==> config.mk <==
export PLATFORM = sky130hd
export DESIGN_NAME = bit_stream_deserializer
export DESIGN_NICKNAME = d
export VERILOG_FILES = /design/src/rtl/bit_stream_deserializer.sv
export SDC_FILE = /design/constraint.sdc
export NUM_CORES = 1
export LEC_CHECK = 0
export BUFFER_PORTS_ARGS = -buffer_cell sky130_fd_sc_hd__clkbuf_2
export CORE_MARGIN = 5
export CORE_UTILIZATION = 53
export DETAILED_ROUTE_END_ITERATION = 6
export PLACE_DENSITY = 0.76
export SYNTH_ARGS = -nofsm -noshare
export SYNTH_HDL_FRONTEND = slang
export SYNTH_SLANG_ARGS = --single-unit
==> constraint.sdc <==
create_clock -name clk_i -period 1.9 [get_ports clk_i]
set_input_delay 0.57 -clock clk_i [delete_from_list [all_inputs] [get_ports clk_i]]
set_output_delay 0.57 -clock clk_i [all_outputs]
set_load 0.02 [all_outputs]
==> src/rtl/bit_stream_deserializer.sv <==
// Purpose: gathers a valid-qualified serial bit stream into WIDTH-bit words, zero-padding early-terminated words.
// Latency: data_val_o pulses one cycle after the cycle that accepted the completing bit; one bit per cycle sustained.
// Backpressure: none; the downstream popcount always accepts, so every completed word is emitted unconditionally.
module bit_stream_deserializer #(
    parameter int WIDTH     = 24,
    parameter bit MSB_FIRST = 1'b1
) (
    input  logic                     clk_i,
    input  logic                     arst_n_i,
    input  logic                     ser_data_i,
    input  logic                     ser_data_val_i,
    input  logic                     ser_last_i,
    output logic [WIDTH-1:0]         data_o,
    output logic [$clog2(WIDTH):0]   data_len_o,
    output logic                     data_val_o
);

    localparam int CW = $clog2(WIDTH);
    localparam int LW = CW + 1;
    localparam logic [CW-1:0] LAST_IDX = CW'(WIDTH - 1);

    // cnt doubles as the implicit state: zero means idle, non-zero means mid-word
    logic [CW-1:0]    cnt;
    logic [WIDTH-1:0] col;

    logic [CW-1:0]    bit_pos;
    logic [WIDTH-1:0] col_next;
    logic [LW-1:0]    len_next;
    logic             word_done;

    // First bit lands at the top for MSB-first framing, at the bottom otherwise
    assign bit_pos = MSB_FIRST ? (LAST_IDX - cnt) : cnt;

    // A word closes on the WIDTH-th bit or on a sender-marked last bit, never twice
    assign word_done = ser_data_val_i && ((cnt == LAST_IDX) || ser_last_i);

    // Word length is the bit count including the bit accepted this cycle
    assign len_next = {1'b0, cnt} + LW'(1);

    // Merge the incoming bit into the collect register; untouched positions stay zero
    always_comb begin
        col_next          = col;
        col_next[bit_pos] = ser_data_i;
    end

    // Collect bits and publish a complete word with a single-cycle valid pulse
    always_ff @(posedge clk_i or negedge arst_n_i) begin
        if (!arst_n_i) begin
            cnt        <= '0;
            col        <= '0;
            data_o     <= '0;
            data_len_o <= '0;
            data_val_o <= 1'b0;
        end else begin
            data_val_o <= 1'b0;
            if (ser_data_val_i) begin
                if (word_done) begin
                    data_o     <= col_next;
                    data_len_o <= len_next;
                    data_val_o <= 1'b1;
                    cnt        <= '0;
                    col        <= '0;
                end else begin
                    cnt <= cnt + CW'(1);
                    col <= col_next;
                end
            end
        end
    end

endmodule

# ---- Yosys cells after proc, flatten, opt, wreduce, memory -nomap -nowiden
# Cells that the tools add are included.
# Widths: inputs -> output; s select.
dict set report word_totals {
  ff_bits 60
  latchBits 0
  ramBits 0
  romBits 0
  inputBits 5
  out_inout_bits 31
  elab_cells 22
  n_memories 0
}
dict set report op_classes {
  addsub 3
  multipliers 0
  div 0
  order_cmp 2
  eq_ne 1
  shifts 0
  n_mux 7
  n_bitwise 0
  n_reduce_logical 4
}
# op count
set ops {}
lappend ops {{$bwmux 24} 1}
lappend ops {{$mux 24} 1}
lappend ops {{$add 5x1->6 const B} 1}
lappend ops {{$lt 5x6->1 const B} 1}
lappend ops {{$add 5x1->5 const B} 1}
lappend ops {{$demux 1 s5} 1}
lappend ops {{$eq 5x5->1 const B} 1}
lappend ops {{$ge 5x1->1 const B} 1}
lappend ops {{$mux 5} 1}
lappend ops {{$sub 5x5->5 const A} 1}
lappend ops {{$mux 1} 3}
lappend ops {{$logic_and 1x1->1} 2}
lappend ops {{$reduce_and 2->1} 1}
lappend ops {{$logic_or 1x1->1} 1}

# ---- Longest topological paths before layout
dict set report depth {
  ltp_word 7
  mapped_depth 6
  depth_no_buf 5
}

# ---- Worst setup path after synthesis
# Ideal clock, no wire load.
dict set report synth_timing {
  kind {register to register}
  from {register cnt[0]}
  to {register data_o[20]}
  setup_time_ps 125
  t_arrival_ps 1731
  required_ps 1775
  path_slack_ps 44
  path_stages_with_launch 6
  n_path_buf 1
  period_less_slack_ps 1856
  path_cell_list {dfrtp_1 -> ha_1 -> clkbuf_1 -> nor4b_2 -> mux2_2 -> mux2_4}
}
dict set report synth_via {
  elab_chain_cells 6
  word_cells_on_any_way 11
  classes_between {1 x add/sub; 2 x order compare; 1 x eq/ne; 3 x mux; 4 x reduce/logical}
}
# item line_no
set synth_lines {}
lappend synth_lines {{start: declaration} 23} ;# logic [CW-1:0] cnt;
lappend synth_lines {{start signal: assignment} 64} ;# cnt <= cnt + CW'(1);
lappend synth_lines {{$sub 5x5->5} 32} ;# assign bit_pos = MSB_FIRST ? (LAST_IDX - cnt) : cnt;
lappend synth_lines {{$lt 5x6->1 (not written as such) / $ge 5x1->1 (equally long branches)} 43} ;# col_next[bit_pos] = ser_data_i;
lappend synth_lines {{$logic_and 1x1->1 (not written as such)} 43}
lappend synth_lines {{$mux 1 (not written as such)} 43}
lappend synth_lines {{$demux 1 s5} 43}
lappend synth_lines {{$bwmux 24} 43}
lappend synth_lines {{end signal: assignment} 58} ;# data_o <= col_next;
lappend synth_lines {{end: declaration} 13} ;# output logic [WIDTH-1:0] data_o,
# Parallel ways exist; a longest one is shown, timed or not.
# A chain may end at the register's enable or synchronous reset.

# ---- Worst setup path after layout
dict set report layout_timing {
  from {register cnt[1]}
  to {register data_o[15]}
}
# The elaborated chain is that of the path after synthesis.

==> metrics.md <==
| Metric | Value |
|---|---|
| Final Skew | `between 0.009 and 0.01 ns` |
| Dpl cell area | `3650 sq um` |
| CTS buffer count | `9` |
| Die height | `88.5 um` |
| Layout cells sized above 1 | `around half` |
| I/O pins | `36` |
| YS warnings | `0` |
| Setup violations, final | `0` |
| Most used routing layer | `met2` |
| Clk sink count | `60` |
| Worst VDD drop | `about 0.50 mV` |
| Synth top cells by count | `dfrtp_1 (60), mux2_4 (28), mux2_2 (26)` |
| Largest net degree at the start of global routing | `between 60 and 70` |
| Mean post-synth cell area | `approximately 13 sq um` |
| Starting density of the core | `54.9%` |
| Worst slew pin tran | `0.331 ns` |
| Crit-path max FO | `6` |
| Clock buffer depth | `2` |
| Synth area leader | `dfrtp_1` |
| Via count | `2,237` |
| Pwr per Cell Area | `roughly 750 nW/um^2` |
| Cell Chain, Critical Path | `inv_1 > ha_2 > and4bb_2 > mux2_2 > mux2_4` |
| Nets | `between 300 and 400` |
| Hold Fails Final Rpt | `0` |
| Crit Path Category | `flip-flop to flip-flop` |
| Final instance area | `3860 sq um` |
| Count leader, synth | `dfrtp_1` |
| FMAX | `around 540 MHz` |
| Clock Tree Root | `clkbuf_8` |
| Yosys cell types | `29` |
| Clk pin slew, worst setup/hold paths | `roughly 0.070 ns` |
| Drt pass-1 iters | `4` |
| Layout Utilization | `between 60% and 70%` |
| Worst EP arrival | `approximately 2.1 ns` |
| Final worst setup slack | `0.0414 ns` |
| Critical path buffers and inverters | `1` |
| Vias in the first global route | `around 2,400` |
| Placeable Area | `5960 sq um` |
| GRT met2 Usage | `31.3%` |
| Port-buffer cells | `35` |
| EDFF count, synth | `0` |
| Met3 usage | `about 6%` |
| P_leak | `around 1.9 nW` |
| DIE AREA | `~7800 sq um` |
| Final wirelength | `roughly 7000 um` |
| Post-synthesis sequential area ratio | `45.9%` |
| ANT nets after route | `0` |
| H-tree levels | `3` |
| Diode count | `0` |
| Max-slew violations | `0` |
| Critical R2R Launch | `cnt[1]` |
| Maxcap violations | `0` |
| DP Worst Slack | `-0.0450 ns` |
| Min Tclk post-route | `1.86 ns` |
| CTS tree | `done` |
| Met1 GRT Util | `a little over a quarter` |
| Gate count after technology mapping | `about 250` |
| Vias per inst | `around 5.9` |
| Worst slew margin | `77.9%` |
| Hold crit path type | `input pin to asynchronous set/reset pin` |
| Final Wtd Congestion | `0.786` |
| CP endpoint kind | `flip-flop` |
| Final period util | `97.8%` |
| Post-DP HPWL | `between 4000 and 5000 um` |
| Status | `finished clean` |
| Area growth, synth to finish | `17.9%` |
| Worst setup startpoint | `cnt[1]` |
| Grt ovf | `0` |
| Crit path max-delay family | `multiplexers` |
| Share of the synthesized area in the top cell type | `between 40 and 50%` |
| DR iter-0 viols | `119` |
| Rows | `28` |
| Ranking of synthesized cells by area | `dfrtp_1 (46%), mux2_4 (13%), mux2_2 (9.0%)` |
| RSZ-0062 raised after global routing | `yes` |
| Delay of the slowest critical-path stage | `around 0.45 ns` |
| Async set-reset flop share out of synthesis | `100%` |
| Required time worst endpoint | `2.12 ns` |
| Number of synthesized register bits | `60` |
| Initial antenna violation count | `0` |
| GRT Util Overall | `roughly a fifth` |
| Residual DRC | `0` |
| Worst skew pair latency | `approximately 0.35 ns` |
| CP max stage cell | `dfrtp_1` |
| Avg WL per Cell | `~18 um` |
| Post-synth net total | `260` |
| First-pass GRT wire length | `between 10,000 and 15,000 um` |
| Die X | `between 80 and 90 um` |
| Critical Path Source Type | `flip-flop` |
| Mapped Area | `3270 sq um` |
| Synth Flop Type | `dfrtp_1` |
stage by stage:
stage               hold slack, ns  total power, mW  setup TNS [ns]  cells
global route                 0.255             3.01          -0.239    378
finish                       0.206             2.88               0    378
global placement             0.477             1.88         -0.0120    362
detailed placement           0.483             1.89         -0.0894    362
floorplan                    0.274             1.70               0    251
CTS                          0.237             2.89               0    378
power breakdown:
part / internal, mW / switching (mW) / total [mW]
registers: 1.34 / 0.0418 / 1.38
logic: 0.246 / 0.271 / 0.517
clock network: 0.506 / 0.482 / 0.988
final cells by class:
class / instances / area [sq um]
Inverter: 10 / 37.5
Sequential cell: 60 / 1500
Clock inverter: 2 / 10.0
Clock buffer: 14 / 153
Tap cell: 75 / 93.8
Multi-Input combinational cell: 156 / 1620
Fill cell: 466 / 2100
Timing Repair Buffer: 61 / 445
repair_timing:
| item | CTS | global route |
|---|---|---|
| hold buffers | 0 | 0 |
| setup buffers | 0 | 0 |
| gates resized for setup | 2 | 7 |
| endpoints found under the setup margin | 8 | 49 |
kinds of logic (layout without fill, tap and decap cells):
| logic type | after synthesis | count (layout) | share of synthesized area [%] |
|---|---|---|---|
| flops | 60 | 60 | 45.9 |
| compound gates | 56 | 56 | 12.6 |
| mux | 54 | 54 | 21.8 |
| simple gates | 39 | 39 | 11.2 |
| buf+inv | 35 | 87 | 6.08 |
| fa+ha+maj | 4 | 4 | 1.53 |
| xor+xnor | 3 | 3 | 0.804 |
final timing paths:
check,endpoint,cells past startpoint,slack (ns)
max,data_o[15],5,0.04
min,data_len_o[3],2,0.21
max reg2reg,data_o[15],5,0.04
min reg2reg,col[17],1,0.50
max in group asynchronous,cnt[1],2,1.40
min in group clk_i,col[17],1,0.50
registers in the layout, indices dropped and copies added, names as in the netlist:
register and flops:
col 24, data_o 24, data_len_o 6, cnt 5, data_val_o 1
per-layer routing:
metal | share of wire, % | wire length, um
met1 | 45 | 3160
met3 | 4.1 | 286
met4 | 1.4 | 97
met5 | 0 | 0
met2 | 49 | 3410
cell usage in the layout, fill, tap and decap left out, types with 3 or more instances in the layout:
cell type and instances:
dfrtp_1 60, clkbuf_2 35, mux2_4 28, mux2_2 26, buf_4 20, o31ai_1 17
a22o_1 16, and4bb_2 12, clkbuf_8 10, a31oi_1 9, inv_1 8, nand4b_1 8
o22ai_1 7, buf_12 6, nand3_1 5, o21ai_0 5, clkbuf_1 4, nand2_1 3
nor4b_4 3, ha_2 3
Note: power is estimated with default switching activity, not from simulation.
